<file path="config.mk">
export PLATFORM = sky130hd
export DESIGN_NAME = pipe_hazard_ctrl
export DESIGN_NICKNAME = d
export VERILOG_FILES = /design/src/rtl/pipe_hazard_ctrl.sv
export SDC_FILE = /design/constraint.sdc
export NUM_CORES = 1
export LEC_CHECK = 0
export BUFFER_PORTS_ARGS = -buffer_cell sky130_fd_sc_hd__buf_2
export CORE_MARGIN = 10
export CORE_UTILIZATION = 30
export CTS_CLUSTER_SIZE = 8
export DETAILED_ROUTE_END_ITERATION = 16
export GPL_TIMING_DRIVEN = 0
export PLACE_DENSITY_LB_ADDON = 0.12
export SLEW_MARGIN = 15
export SYNTH_ARGS = -nofsm -noshare
export SYNTH_HDL_FRONTEND = slang
export SYNTH_SLANG_ARGS = --single-unit
</file>
<file path="constraint.sdc">
create_clock -name clk -period 2.6 [get_ports clk]
set_input_delay 0.13 -clock clk [delete_from_list [all_inputs] [get_ports clk]]
set_output_delay 0.13 -clock clk [all_outputs]
set_load 0.01 [all_outputs]
</file>
<file path="src/rtl/pipe_hazard_ctrl.sv">
// Stall/flush sequencer for the in-order pipeline: load-use, branch, trap and
// multi-cycle EX hazards, plus saturating stall/redirect performance counters.
module pipe_hazard_ctrl #(
  parameter int unsigned WORD_WIDTH     = 32,
  parameter int unsigned REG_ADDR_WIDTH = 5,
  parameter logic [WORD_WIDTH-1:0] NOP_INST = WORD_WIDTH'(32'h00000013),
  parameter int unsigned FLUSH_CYCLES   = 1,
  parameter int unsigned PERF_WIDTH     = 32
) (
  input  logic                      clk,
  input  logic                      rst,
  input  logic [REG_ADDR_WIDTH-1:0] id_rs1_addr,
  input  logic                      id_rs1_used,
  input  logic [REG_ADDR_WIDTH-1:0] id_rs2_addr,
  input  logic                      id_rs2_used,
  input  logic [REG_ADDR_WIDTH-1:0] ex_rd_addr,
  input  logic                      ex_mem_read,
  input  logic                      ex_branch_taken,
  input  logic [WORD_WIDTH-1:0]     ex_branch_target,
  input  logic                      ex_mc_start,
  input  logic                      mc_done,
  input  logic                      trap_req,
  input  logic [WORD_WIDTH-1:0]     trap_vector,
  output logic                      pc_stall,
  output logic                      if_id_stall,
  output logic                      if_id_flush,
  output logic                      id_ex_stall,
  output logic                      id_ex_flush,
  output logic                      ex_mem_flush,
  output logic                      pc_redirect,
  output logic [WORD_WIDTH-1:0]     pc_redirect_addr,
  output logic                      trap_taken,
  output logic [WORD_WIDTH-1:0]     zero_point,
  output logic [PERF_WIDTH-1:0]     stall_cnt,
  output logic [PERF_WIDTH-1:0]     flush_cnt,
  output logic [1:0]                state
);

  localparam int unsigned CNT_W = (FLUSH_CYCLES > 1) ? $clog2(FLUSH_CYCLES) : 1;

  typedef enum logic [1:0] {
    RUN     = 2'd0,
    MC_WAIT = 2'd1,
    FLUSH   = 2'd2
  } state_t;

  state_t             cur_state;
  state_t             nxt_state;
  logic [CNT_W-1:0]   flush_left;
  logic [CNT_W-1:0]   flush_left_nxt;
  logic               load_use;

  assign zero_point = NOP_INST;
  assign state      = cur_state;

  assign load_use = ex_mem_read && (ex_rd_addr != '0) &&
                    ((id_rs1_used && (id_rs1_addr == ex_rd_addr)) ||
                     (id_rs2_used && (id_rs2_addr == ex_rd_addr)));

  // Next state and same-cycle control outputs
  always_comb begin
    nxt_state        = cur_state;
    flush_left_nxt   = flush_left;
    pc_stall         = 1'b0;
    if_id_stall      = 1'b0;
    if_id_flush      = 1'b0;
    id_ex_stall      = 1'b0;
    id_ex_flush      = 1'b0;
    ex_mem_flush     = 1'b0;
    pc_redirect      = 1'b0;
    pc_redirect_addr = '0;
    trap_taken       = 1'b0;

    case (cur_state)
      RUN, FLUSH: begin
        if (trap_req) begin
          pc_redirect      = 1'b1;
          pc_redirect_addr = trap_vector;
          trap_taken       = 1'b1;
          if_id_flush      = 1'b1;
          id_ex_flush      = 1'b1;
          ex_mem_flush     = 1'b1;
          if (FLUSH_CYCLES > 1) begin
            nxt_state      = FLUSH;
            flush_left_nxt = CNT_W'(FLUSH_CYCLES - 1);
          end else begin
            nxt_state      = RUN;
          end
        end else if (cur_state == FLUSH) begin
          if_id_flush    = 1'b1;
          id_ex_flush    = 1'b1;
          flush_left_nxt = flush_left - CNT_W'(1);
          if (flush_left == CNT_W'(1)) nxt_state = RUN;
        end else if (ex_branch_taken) begin
          pc_redirect      = 1'b1;
          pc_redirect_addr = ex_branch_target;
          if_id_flush      = 1'b1;
          id_ex_flush      = 1'b1;
          if (FLUSH_CYCLES > 1) begin
            nxt_state      = FLUSH;
            flush_left_nxt = CNT_W'(FLUSH_CYCLES - 1);
          end
        end else if (ex_mc_start) begin
          // A result that is ready in the start cycle needs no wait at all
          if (!mc_done) begin
            pc_stall     = 1'b1;
            if_id_stall  = 1'b1;
            id_ex_stall  = 1'b1;
            ex_mem_flush = 1'b1;
            nxt_state    = MC_WAIT;
          end
        end else if (load_use) begin
          pc_stall    = 1'b1;
          if_id_stall = 1'b1;
          id_ex_flush = 1'b1;
        end
      end
      MC_WAIT: begin
        if (!mc_done) begin
          pc_stall     = 1'b1;
          if_id_stall  = 1'b1;
          id_ex_stall  = 1'b1;
          ex_mem_flush = 1'b1;
        end else begin
          nxt_state = RUN;
        end
      end
      default: nxt_state = RUN;
    endcase

    if (rst) begin
      pc_stall         = 1'b0;
      if_id_stall      = 1'b0;
      if_id_flush      = 1'b0;
      id_ex_stall      = 1'b0;
      id_ex_flush      = 1'b0;
      ex_mem_flush     = 1'b0;
      pc_redirect      = 1'b0;
      pc_redirect_addr = '0;
      trap_taken       = 1'b0;
    end
  end

  // State, countdown and saturating performance counters
  always_ff @(posedge clk) begin
    if (rst) begin
      cur_state  <= RUN;
      flush_left <= '0;
      stall_cnt  <= '0;
      flush_cnt  <= '0;
    end else begin
      cur_state  <= nxt_state;
      flush_left <= flush_left_nxt;
      if (pc_stall && (stall_cnt != '1)) stall_cnt <= stall_cnt + PERF_WIDTH'(1);
      if (pc_redirect && (flush_cnt != '1)) flush_cnt <= flush_cnt + PERF_WIDTH'(1);
    end
  end

endmodule

</file>
==> impl_metrics.json, run 1 <==
{
  "clkSinkCount": 65,
  "synth.area.mux_share_pct": 0.519,
  "syn-cell-area_sq_um": 4100,
  "grt_pass1_wl_microns": 24100,
  "routed_wl_microns": 16100,
  "critical_path_arrival_ps": 2300,
  "finClkSkew_ps": 3.77,
  "critPathBufInv": 2,
  "synth_xor_area_share_pct": 8.34,
  "period_share_pct": 93.4,
  "synthCells": 494,
  "nFillCells": 1425,
  "grt_use_total_pct": 16.0,
  "yosysUniqueCellTypes": 58,
  "std_cell_rows": 42,
  "dieWidth_microns": 137,
  "grt_pass1_vias": 4340,
  "fp.dieH_microns": 137,
  "cp_slowest_stage_delay_ps": 740,
  "cts_buffer_depth": 2,
  "async_flop_share_pct": 0,
  "synthAdderAreaFrac_pct": 0.611,
  "portBuffers": 192,
  "post_drt_via_cell_ratio": 4.98,
  "first_pass_iters": 4,
  "status": "finished, final reports clean",
  "powerDensity_nw_per_um2": 446,
  "leakage_nw": 2.52,
  "setup_viol": 0,
  "synth_compound_area_share_pct": 18.7,
  "critPathMaxFanout": 10,
  "fmax_ghz": 0.412,
  "slew_headroom_pct": 48.8,
  "clockRootBuffer": "clkbuf_16",
  "drc": 0,
  "start_util_pct": 30.8,
  "maxSlewViolCount": 0,
  "wl_per_cell_microns": 17.7,
  "yosysWarnings": 0,
  "worstMarginPinSlew_ps": 766,
  "irDropWorstVdd_mv": 0.360,
  "cts_made_buffers": 9,
  "finalCriticalPeriod_ps": 2430,
  "ioPinCount": 226,
  "die_area_sq_um": 18700,
  "endpoint_kind": "output pin",
  "clk_pin_slew_ps": 50,
  "start_kind": "flop",
  "cts_setup_buffers": 0,
  "stdcell_count": 909,
  "crit_required_ps": 2470,
  "postCtsHoldBufs": 0,
  "synth_edf_count": 0,
  "cap_violations": 0,
  "antenna_found_initial": 0,
  "hpwl_microns": 13000,
  "syn_to_final_growth_pct": 38.9,
  "drt.antenna.violating_nets": 0,
  "diodes": 0,
  "rsz0062_at_grt": "false",
  "worstSkewPairLatency_ps": 330,
  "place_inst": 893,
  "place_congestion": 0.880,
  "h-tree-depth": 3,
  "synth-simple-area-share_pct": 28.7,
  "grt_remaining_overflow": 0,
  "final.setup.tns_ps": 0,
  "drtIter0Drc": 236,
  "cp_slowest_cell": "nor4b_2",
  "synth.avg_cell_area_sq_um": 8.29,
  "drive_gt1_share_pct": 37.8,
  "core_area_sq_um": 13300,
  "path_class": "flop to output pin",
  "nNetsFinal": 818,
  "grt_max_degree": 11,
  "cts_tree": "yes",
  "synth_top_family_by_area": "simple AND/OR/NAND/NOR gates",
  "synth-seq-cells": 65,
  "seq_area_frac_synth_pct": 31.8,
  "path_delay_family": "simple AND/OR/NAND/NOR gates",
  "ys.flop_type": "dfxtp_1",
  "path_cells": "nor4b_2, clkbuf_1, a22o_1, buf_2",
  "hold_path.class": "primary input to flop",
  "final-hold-violation-count": 0,
  "num_vias": 4530
}
registers in the layout (all words and copies together), names as in the netlist:
name	flops
state	1
stall_cnt	32
flush_cnt	32
cell usage in the layout (no fill, tap or decap), drive strengths merged, types with 2 or more instances in the layout:
cell    instances
and4           12
nand4          19
ha              2
o21a            3
a21oi          30
buf           241
clkinv          2
inv            10
or3             8
o311ai          2
nor2           43
o31ai          17
xnor2          22
nor4b           3
o211ai          2
a31oi           3
xor2           17
and3            9
nand4b          2
clkbuf         28
nor3           15
nor4            7
a22o           32
nand2          28
nand3          34
o31a            3
dfxtp          65
or4            18
o21ai           9
and2            3
o41ai           2
conb           33
worst reg2reg max path: stages (launching register included):
cell and delay, ps:
dfxtp_1 470, and4_4 310, and3_4 180, buf_6 140
nand3_2 100, nand3_2 130, buf_4 180, buf_2 290
o31ai_1 110, a21oi_1 150
final cells by class:
class	count	area (sq um)	share of cell area, %
tap	176	220	3.87
buffer	64	419	7.37
sequential	65	1300	22.9
inverter	10	37.5	0.660
timing repair buffer	192	961	16.9
multi-input combinational	386	2460	43.2
clock inverter	3	40.0	0.704
clock buffer	13	250	4.40
power breakdown:
part           internal (mW)  switching [mW]  leakage, nW  total (mW)
clock                  0.766           0.431        0.144        1.20
combinational          0.159           0.176         1.85       0.335
sequential              1.00         0.00592        0.524        1.01
total                   1.93           0.613         2.52        2.54
through the flow:
stage,setup WS (ps),hold slack (ps),util (%),cell area (sq um),total power [mW]
3_3_place_gp,98.4,375,40.6,5390,1.36
3_5_place_dp,36.0,369,40.6,5390,1.36
2_1_floorplan,728,207,-,4210,1.21
5_1_grt,29.0,31.1,42.8,5690,2.65
4_1_cts,202,19.0,42.8,5690,2.57
6_report,172,33.6,42.8,5690,2.54
cells by family (layout without fill, tap and decap cells):
kind of cell    Yosys count  count (layout)
mux                       2               2
buf+inv                  74             282
fa+ha+maj                 2               2
other cells               2              33
xor+xnor                 39              39
compound gates          105             105
simple gates            205             205
flops                    65              65
synth_stat cells (2+ instances only):
cell type  count  area share, %
dfxtp_1       65             32
nor2_1        42            3.8
buf_4         37            6.8
a22o_1        32            6.8
nand3_1       31            3.8
a21oi_1       29            3.5
nand2_1       27            2.5
xnor2_1       22            4.7
nand4_1       19            2.9
or4_1         18            3.3
o31ai_1       17            3.1
xor2_1        17            3.6
clkbuf_1      14            1.3
nor3_1        13            1.6
inv_1         10           0.92
and4_1         9            1.9
o21ai_0        9            1.1
and3_1         8            1.2
buf_2          7           0.86
or3_1          7            1.1
nor4_1         6           0.92
buf_6          4            1.1
o21a_1         3           0.55
o31a_1         3           0.64
and2_1         2           0.31
and4_4         2           0.55
conb_1         2           0.18
ha_1           2           0.61
nand3_2        2           0.49
nand4b_1       2           0.43
nor3_2         2           0.49
nor4b_1        2           0.43
o211ai_1       2           0.37
o311ai_0       2           0.43
o41ai_1        2           0.43
layer usage:
layer	part of all wire (%)	wire length [microns]	global-route usage (%)	vias to the layer above
met2	50	8070	26.1	130
met3	6.8	1090	5.10	7
li1	-	-	-	2241
met5	0	0	0	-
met1	42	6850	20.4	2152
met4	0.63	102	3.28	0
path summary, 6_finish.rpt:
kind         slack (ps)  cells after the start                   to          start
min reg2reg         510                      2        stall_cnt[13]  stall_cnt[13]
max reg2reg         460                      9         stall_cnt[7]   stall_cnt[2]
min                  30                      2             state[0]        mc_done
max                 170                      4  pc_redirect_addr[4]       state[0]
timing repair:
action                     4_1_cts  5_1_grt
hold endpoints to repair         0        0
setup endpoints to repair       30        0
resized for setup                1        0
(Power assumes the default switching activity.)
==> run 2, diff against run 1 <==
--- a/config.mk
+++ b/config.mk
@@ -11,7 +11,9 @@
 export CTS_CLUSTER_SIZE = 8
 export DETAILED_ROUTE_END_ITERATION = 16
 export GPL_TIMING_DRIVEN = 0
+export MAX_ROUTING_LAYER = met4
 export PLACE_DENSITY_LB_ADDON = 0.12
+export REMOVE_ABC_BUFFERS = 1
 export SLEW_MARGIN = 15
 export SYNTH_ARGS = -nofsm -noshare
 export SYNTH_HDL_FRONTEND = slang
==> run 2 against run 1 <==
Sequential share of layout area rose by 1.6 points. Largest power group unchanged. Die area did not move. Sequential power hardly changed. Clock power fell by 5%. Cell count decreased by 6.7%. Register-to-register slack got worse by 260 ps. Core utilization fell by 2.8 points. Critical endpoint is now pc_redirect_addr[24]. First-iteration DRC count grew 2.1%. Fmax is 1.3% higher. Count of clock-buffer cells in the layout did not move. Wire length down 10%. Largest cell class unchanged.
==> impl_metrics.json, run 2 (synthesis results as in run 1) <==
{
  "critical_path_arrival_ps": 2270,
  "postCtsHoldBufs": 0,
  "startpoint": "state[0]",
  "cts_tree": "yes",
  "crit_required_ps": 2470,
  "r2r_setup_slack_ps": 200,
  "worstSkewPairLatency_ps": 330,
  "start_util_pct": 30.8,
  "syn_to_final_growth_pct": 29.9,
  "swShare_pct": 24.4,
  "routed_wl_microns": 14500,
  "num_vias": 4293,
  "grt_remaining_overflow": 0,
  "drt.antenna.violating_nets": 0,
  "path_class": "flop to output pin",
  "clk_pin_slew_ps": 50,
  "clkSinkCount": 65,
  "fp.dieH_microns": 137,
  "postPlaceCellArea_sq_um": 5040,
  "place_congestion": 0.828,
  "grt_pass1_vias": 4021,
  "hpwl_microns": 11100,
  "critPathMaxFanout": 11,
  "powerDensity_nw_per_um2": 457,
  "setup_slack_ps": 203,
  "core_area_sq_um": 13300,
  "path_depth": 6,
  "nNetsFinal": 758,
  "stdcell_count": 848,
  "final.setup.tns_ps": 0,
  "multi_input_area_sq_um": 2470,
  "fmax_ghz": 0.417,
  "cts_buffer_depth": 2,
  "std_cell_rows": 42,
  "cp_slowest_stage_delay_ps": 580,
  "first_pass_iters": 5,
  "die_area_sq_um": 18700,
  "reg2reg_depth": 7,
  "mostFrequentLayoutCell": "buf_2",
  "combPwrFrac_pct": 11.6,
  "r2r_start": "stall_cnt[0]",
  "setup_viol": 0,
  "final-seq-area_sq_um": 1300,
  "p_seq_share_pct": 41.3,
  "pre_cts_ws_ps": 216,
  "worstMarginPinSlew_ps": 753,
  "finalCriticalPeriod_ps": 2400,
  "finClkSkew_ps": 6.99,
  "internal_power_mw": 1.84,
  "drive_gt1_share_pct": 34.8,
  "critPathBufInv": 4,
  "hold_path.class": "primary input to flop",
  "place_inst": 833,
  "crit_end": "pc_redirect_addr[24]",
  "fin_util_pct": 40.0,
  "maxSlewViolCount": 0,
  "cts_made_buffers": 9,
  "path_cells": "nor4b_2, buf_4, buf_4, buf_2, a22o_1, buf_2",
  "final_cell_mix": "192 x buf_2, 65 x dfxtp_1, 42 x nor2_1",
  "rsz0062_at_grt": "false",
  "grt_max_degree": 68,
  "start_kind": "flop",
  "clockRootBuffer": "clkbuf_16",
  "antenna_found_initial": 0,
  "grt_pass1_wl_microns": 21600,
  "power_frac_clock_pct": 47.0,
  "fin_area_sq_um": 5320,
  "leakage_nw": 2.29,
  "hold_ws_ps": 22.7,
  "slew_headroom_pct": 49.8,
  "ioPinCount": 226,
  "status": "finished, final reports clean",
  "endpoint_kind": "output pin",
  "final-hold-violation-count": 0,
  "cp_slowest_cell": "nor4b_2",
  "wl_per_cell_microns": 17.1,
  "drc": 0,
  "diodes": 0,
  "p_total_mw": 2.43,
  "irDropWorstVdd_mv": 0.256,
  "nFillCells": 1409,
  "cap_violations": 0,
  "r2r_end": "stall_cnt[29]",
  "grt_use_total_pct": 14.5,
  "post_drt_via_cell_ratio": 5.06,
  "path_delay_family": "buffers and inverters",
  "dieWidth_microns": 137,
  "p_sw_uw": 594,
  "period_share_pct": 92.2,
  "h-tree-depth": 3,
  "portBuffers": 192,
  "drtIter0Drc": 241
}
==> run 2: cell types whose count changed in the layout (fill, tap and decap cells not counted), sizes merged <==
cell	before	now
buf	241	196
bufinv	1	0
clkbuf	28	13
clkinv	2	1
clkinvlp	0	1
==> run 2: per-layer routing <==
metal	routed length, microns	share of wire (%)	global-route usage [%]
met5	0	0	-
met4	167	1.2	3.45
met3	755	5.2	3.45
met2	7150	49	22.1
met1	6410	44	18.9
==> run 2: worst min-delay path by stage <==
stage | from | endpoint | slack, ps | cells past startpoint
floorplan | rst | flush_cnt[24] | 200 | 1
global placement | mc_done | state[0] | 360 | 2
detailed placement | mc_done | state[0] | 360 | 2
CTS | mc_done | state[0] | 10 | 2
global route | mc_done | state[0] | 30 | 2
finish | mc_done | state[0] | 20 | 2
==> run 2: final cells by class <==
class,instances,area share (%)
clock inverter,2,0.235
sequential,65,24.5
multi-input combinational,386,46.4
clock buffer,13,5.08
inverter,10,0.705
tap,176,4.14
timing repair buffer,196,19.0
==> run 2: repair_timing <==
action / CTS / global route
setup buffers: 0 / 0
gates resized for setup: 0 / 1
endpoints found under the setup margin: 0 / 1
endpoints found under the hold margin: 0 / 0
==> run 2: power by group through the flow <==
stage	clock network, mW	logic, mW	registers, mW
finish	1.14	0.283	1.01
global route	1.21	0.307	1.01
CTS	1.18	0.282	1.01
detailed placement	0	0.281	1.03
global placement	0	0.276	1.03
floorplan	0	0.124	1.03
==> run 3, diff against run 2 <==
--- a/config.mk
+++ b/config.mk
@@ -7,7 +7,8 @@
 export LEC_CHECK = 0
 export BUFFER_PORTS_ARGS = -buffer_cell sky130_fd_sc_hd__buf_2
 export CORE_MARGIN = 10
-export CORE_UTILIZATION = 30
+export CORE_UTILIZATION = 45
+export CTS_CLUSTER_DIAMETER = 120
 export CTS_CLUSTER_SIZE = 8
 export DETAILED_ROUTE_END_ITERATION = 16
 export GPL_TIMING_DRIVEN = 0
==> run 3 against run 2 <==
Cell count shrank 7.8%. Worst hold slack lost 0.69 ps. Core utilization grew 19 points. Critical path depth is the same. Sequential share of layout area grew 0.55 points. Flip-flop and latch count is the same. Clock power shrank 14%. Non-clock buffer count grew 1. Via count grew 1.5%. Design area shrank 2.2%. Critical endpoint is now pc_redirect_addr[21]. Largest cell class unchanged. Largest power group is now sequential cells.
==> impl_metrics.json, run 3 (synthesis results as in run 1) <==
{
  "irDropWorstVdd_mv": 0.400,
  "fp.dieH_microns": 115,
  "clockRootBuffer": "clkbuf_8",
  "drive_gt1_share_pct": 35.0,
  "p_seq_share_pct": 44.1,
  "r2r_end": "stall_cnt[27]",
  "first_pass_iters": 5,
  "hpwl_microns": 11000,
  "core_area_sq_um": 8810,
  "start_kind": "flop",
  "cap_violations": 0,
  "critical_path_arrival_ps": 2270,
  "final-hold-violation-count": 0,
  "std_cell_rows": 34,
  "drt.antenna.violating_nets": 0,
  "start_util_pct": 46.5,
  "endpoint_kind": "output pin",
  "postCtsHoldBufs": 0,
  "combPwrFrac_pct": 12.6,
  "fin_area_sq_um": 5200,
  "cts_tree": "yes",
  "wl_met1_microns": 6160,
  "h-tree-depth": 3,
  "antenna_found_initial": 0,
  "num_vias": 4359,
  "p_total_mw": 2.28,
  "wl_met2_microns": 6990,
  "internal_power_mw": 1.74,
  "grt_remaining_overflow": 0,
  "whs_endpoint": "state[0]",
  "cts_made_buffers": 9,
  "worstMarginPinSlew_ps": 683,
  "powerDensity_nw_per_um2": 437,
  "setup_viol": 0,
  "final-seq-area_sq_um": 1300,
  "nFillCells": 840,
  "min_delay_path_depth": 2,
  "final_cell_mix": "195 x buf_2, 65 x dfxtp_1, 42 x nor2_1",
  "period_share_pct": 92.3,
  "rsz0062_at_grt": "false",
  "reg2reg_depth": 7,
  "postPlaceCellArea_sq_um": 4960,
  "crit_required_ps": 2470,
  "path_class": "flop to output pin",
  "r2r_start": "stall_cnt[0]",
  "p_sw_uw": 538,
  "fmax_ghz": 0.417,
  "hp-start": "mc_done",
  "diodes": 0,
  "syn_to_final_growth_pct": 27.1,
  "hold_ws_ps": 22.0,
  "wl_met3_microns": 999,
  "drtIter0Drc": 310,
  "clkSinkCount": 65,
  "routed.top_layer": "met4",
  "worstSkewPairLatency_ps": 330,
  "finalCriticalPeriod_ps": 2400,
  "nNetsFinal": 760,
  "grt_use_total_pct": 19.8,
  "power_frac_clock_pct": 43.3,
  "hold_path.class": "primary input to flop",
  "clk_pin_slew_ps": 70,
  "swShare_pct": 23.6,
  "portBuffers": 192,
  "grt_max_degree": 42,
  "leakage_nw": 2.27,
  "grt_pass1_vias": 4080,
  "critPathMaxFanout": 11,
  "routed_wl_microns": 14300,
  "r2r_setup_slack_ps": 240,
  "cts_buffer_depth": 2,
  "die_area_sq_um": 13300,
  "ioPinCount": 226,
  "slew_headroom_pct": 54.5,
  "dieWidth_microns": 115,
  "post_drt_via_cell_ratio": 5.57,
  "status": "finished, final reports clean",
  "wl_per_cell_microns": 18.2,
  "finClkSkew_ps": 4.24,
  "place_congestion": 0.890,
  "multi_input_area_sq_um": 2480,
  "maxSlewViolCount": 0,
  "drc": 0,
  "mostFrequentLayoutCell": "buf_2",
  "grt_pass1_wl_microns": 21000
}
==> run 3: final cells by class <==
type	count	share of cell area (%)
Multi-Input combinational cell	387	47.6
Inverter	10	0.721
Timing Repair Buffer	197	19.7
Sequential cell	65	25.0
Clock buffer	13	3.25
Tap cell	108	2.60
Clock inverter	2	1.15
==> run 3: layer usage <==
layer | vias up | GRT usage [%]
met5 | - | -
met4 | 0 | 3.21
met3 | 10 | 5.21
met2 | 161 | 31.5
met1 | 2063 | 24.9
li1 | 2125 | -
==> run 3: worst max path at each step <==
stage,startpoint,to,slack [ps],depth (start not counted)
after floorplan,state[0],pc_redirect_addr[0],-930,2
after CTS,state[0],pc_redirect_addr[1],160,4
final,state[0],pc_redirect_addr[21],200,6
after global placement,rst,pc_redirect_addr[1],-2330,4
after detailed placement,rst,stall_cnt[24],160,7
after global routing,stall_cnt[0],stall_cnt[27],8,7
==> run 3: stage by stage <==
step	TNS, ps	cells	setup slack [ps]	util, %
after global placement	-104140	761	-2330	55.5
after CTS	0	781	157	59.0
final	0	782	201	59.1
after detailed placement	0	766	162	56.4
after global routing	0	782	8.03	59.1
after floorplan	-29760	461	-928	-
==> run 3: timing repair <==
item / CTS / global route
resized for setup: 0 / 1
endpoints found under the setup margin: 0 / 3
setup buffers: 0 / 0
==> run 3: power by group through the flow <==
stage	Sequential (mW)	Clock, mW	Combinational (mW)
finish	1.00	0.985	0.287
global route	1.00	1.05	0.310
CTS	1.00	1.01	0.282
detailed placement	1.03	0	0.281
global placement	1.03	0	0.270
floorplan	1.03	0	0.124
==> run 3: critical path, stage by stage (launching register included) <==
cell     delay (ps)
dfxtp_1         390
nor4b_2         430
buf_2           280
buf_2           250
buf_2           260
a22o_1          170
buf_2           140
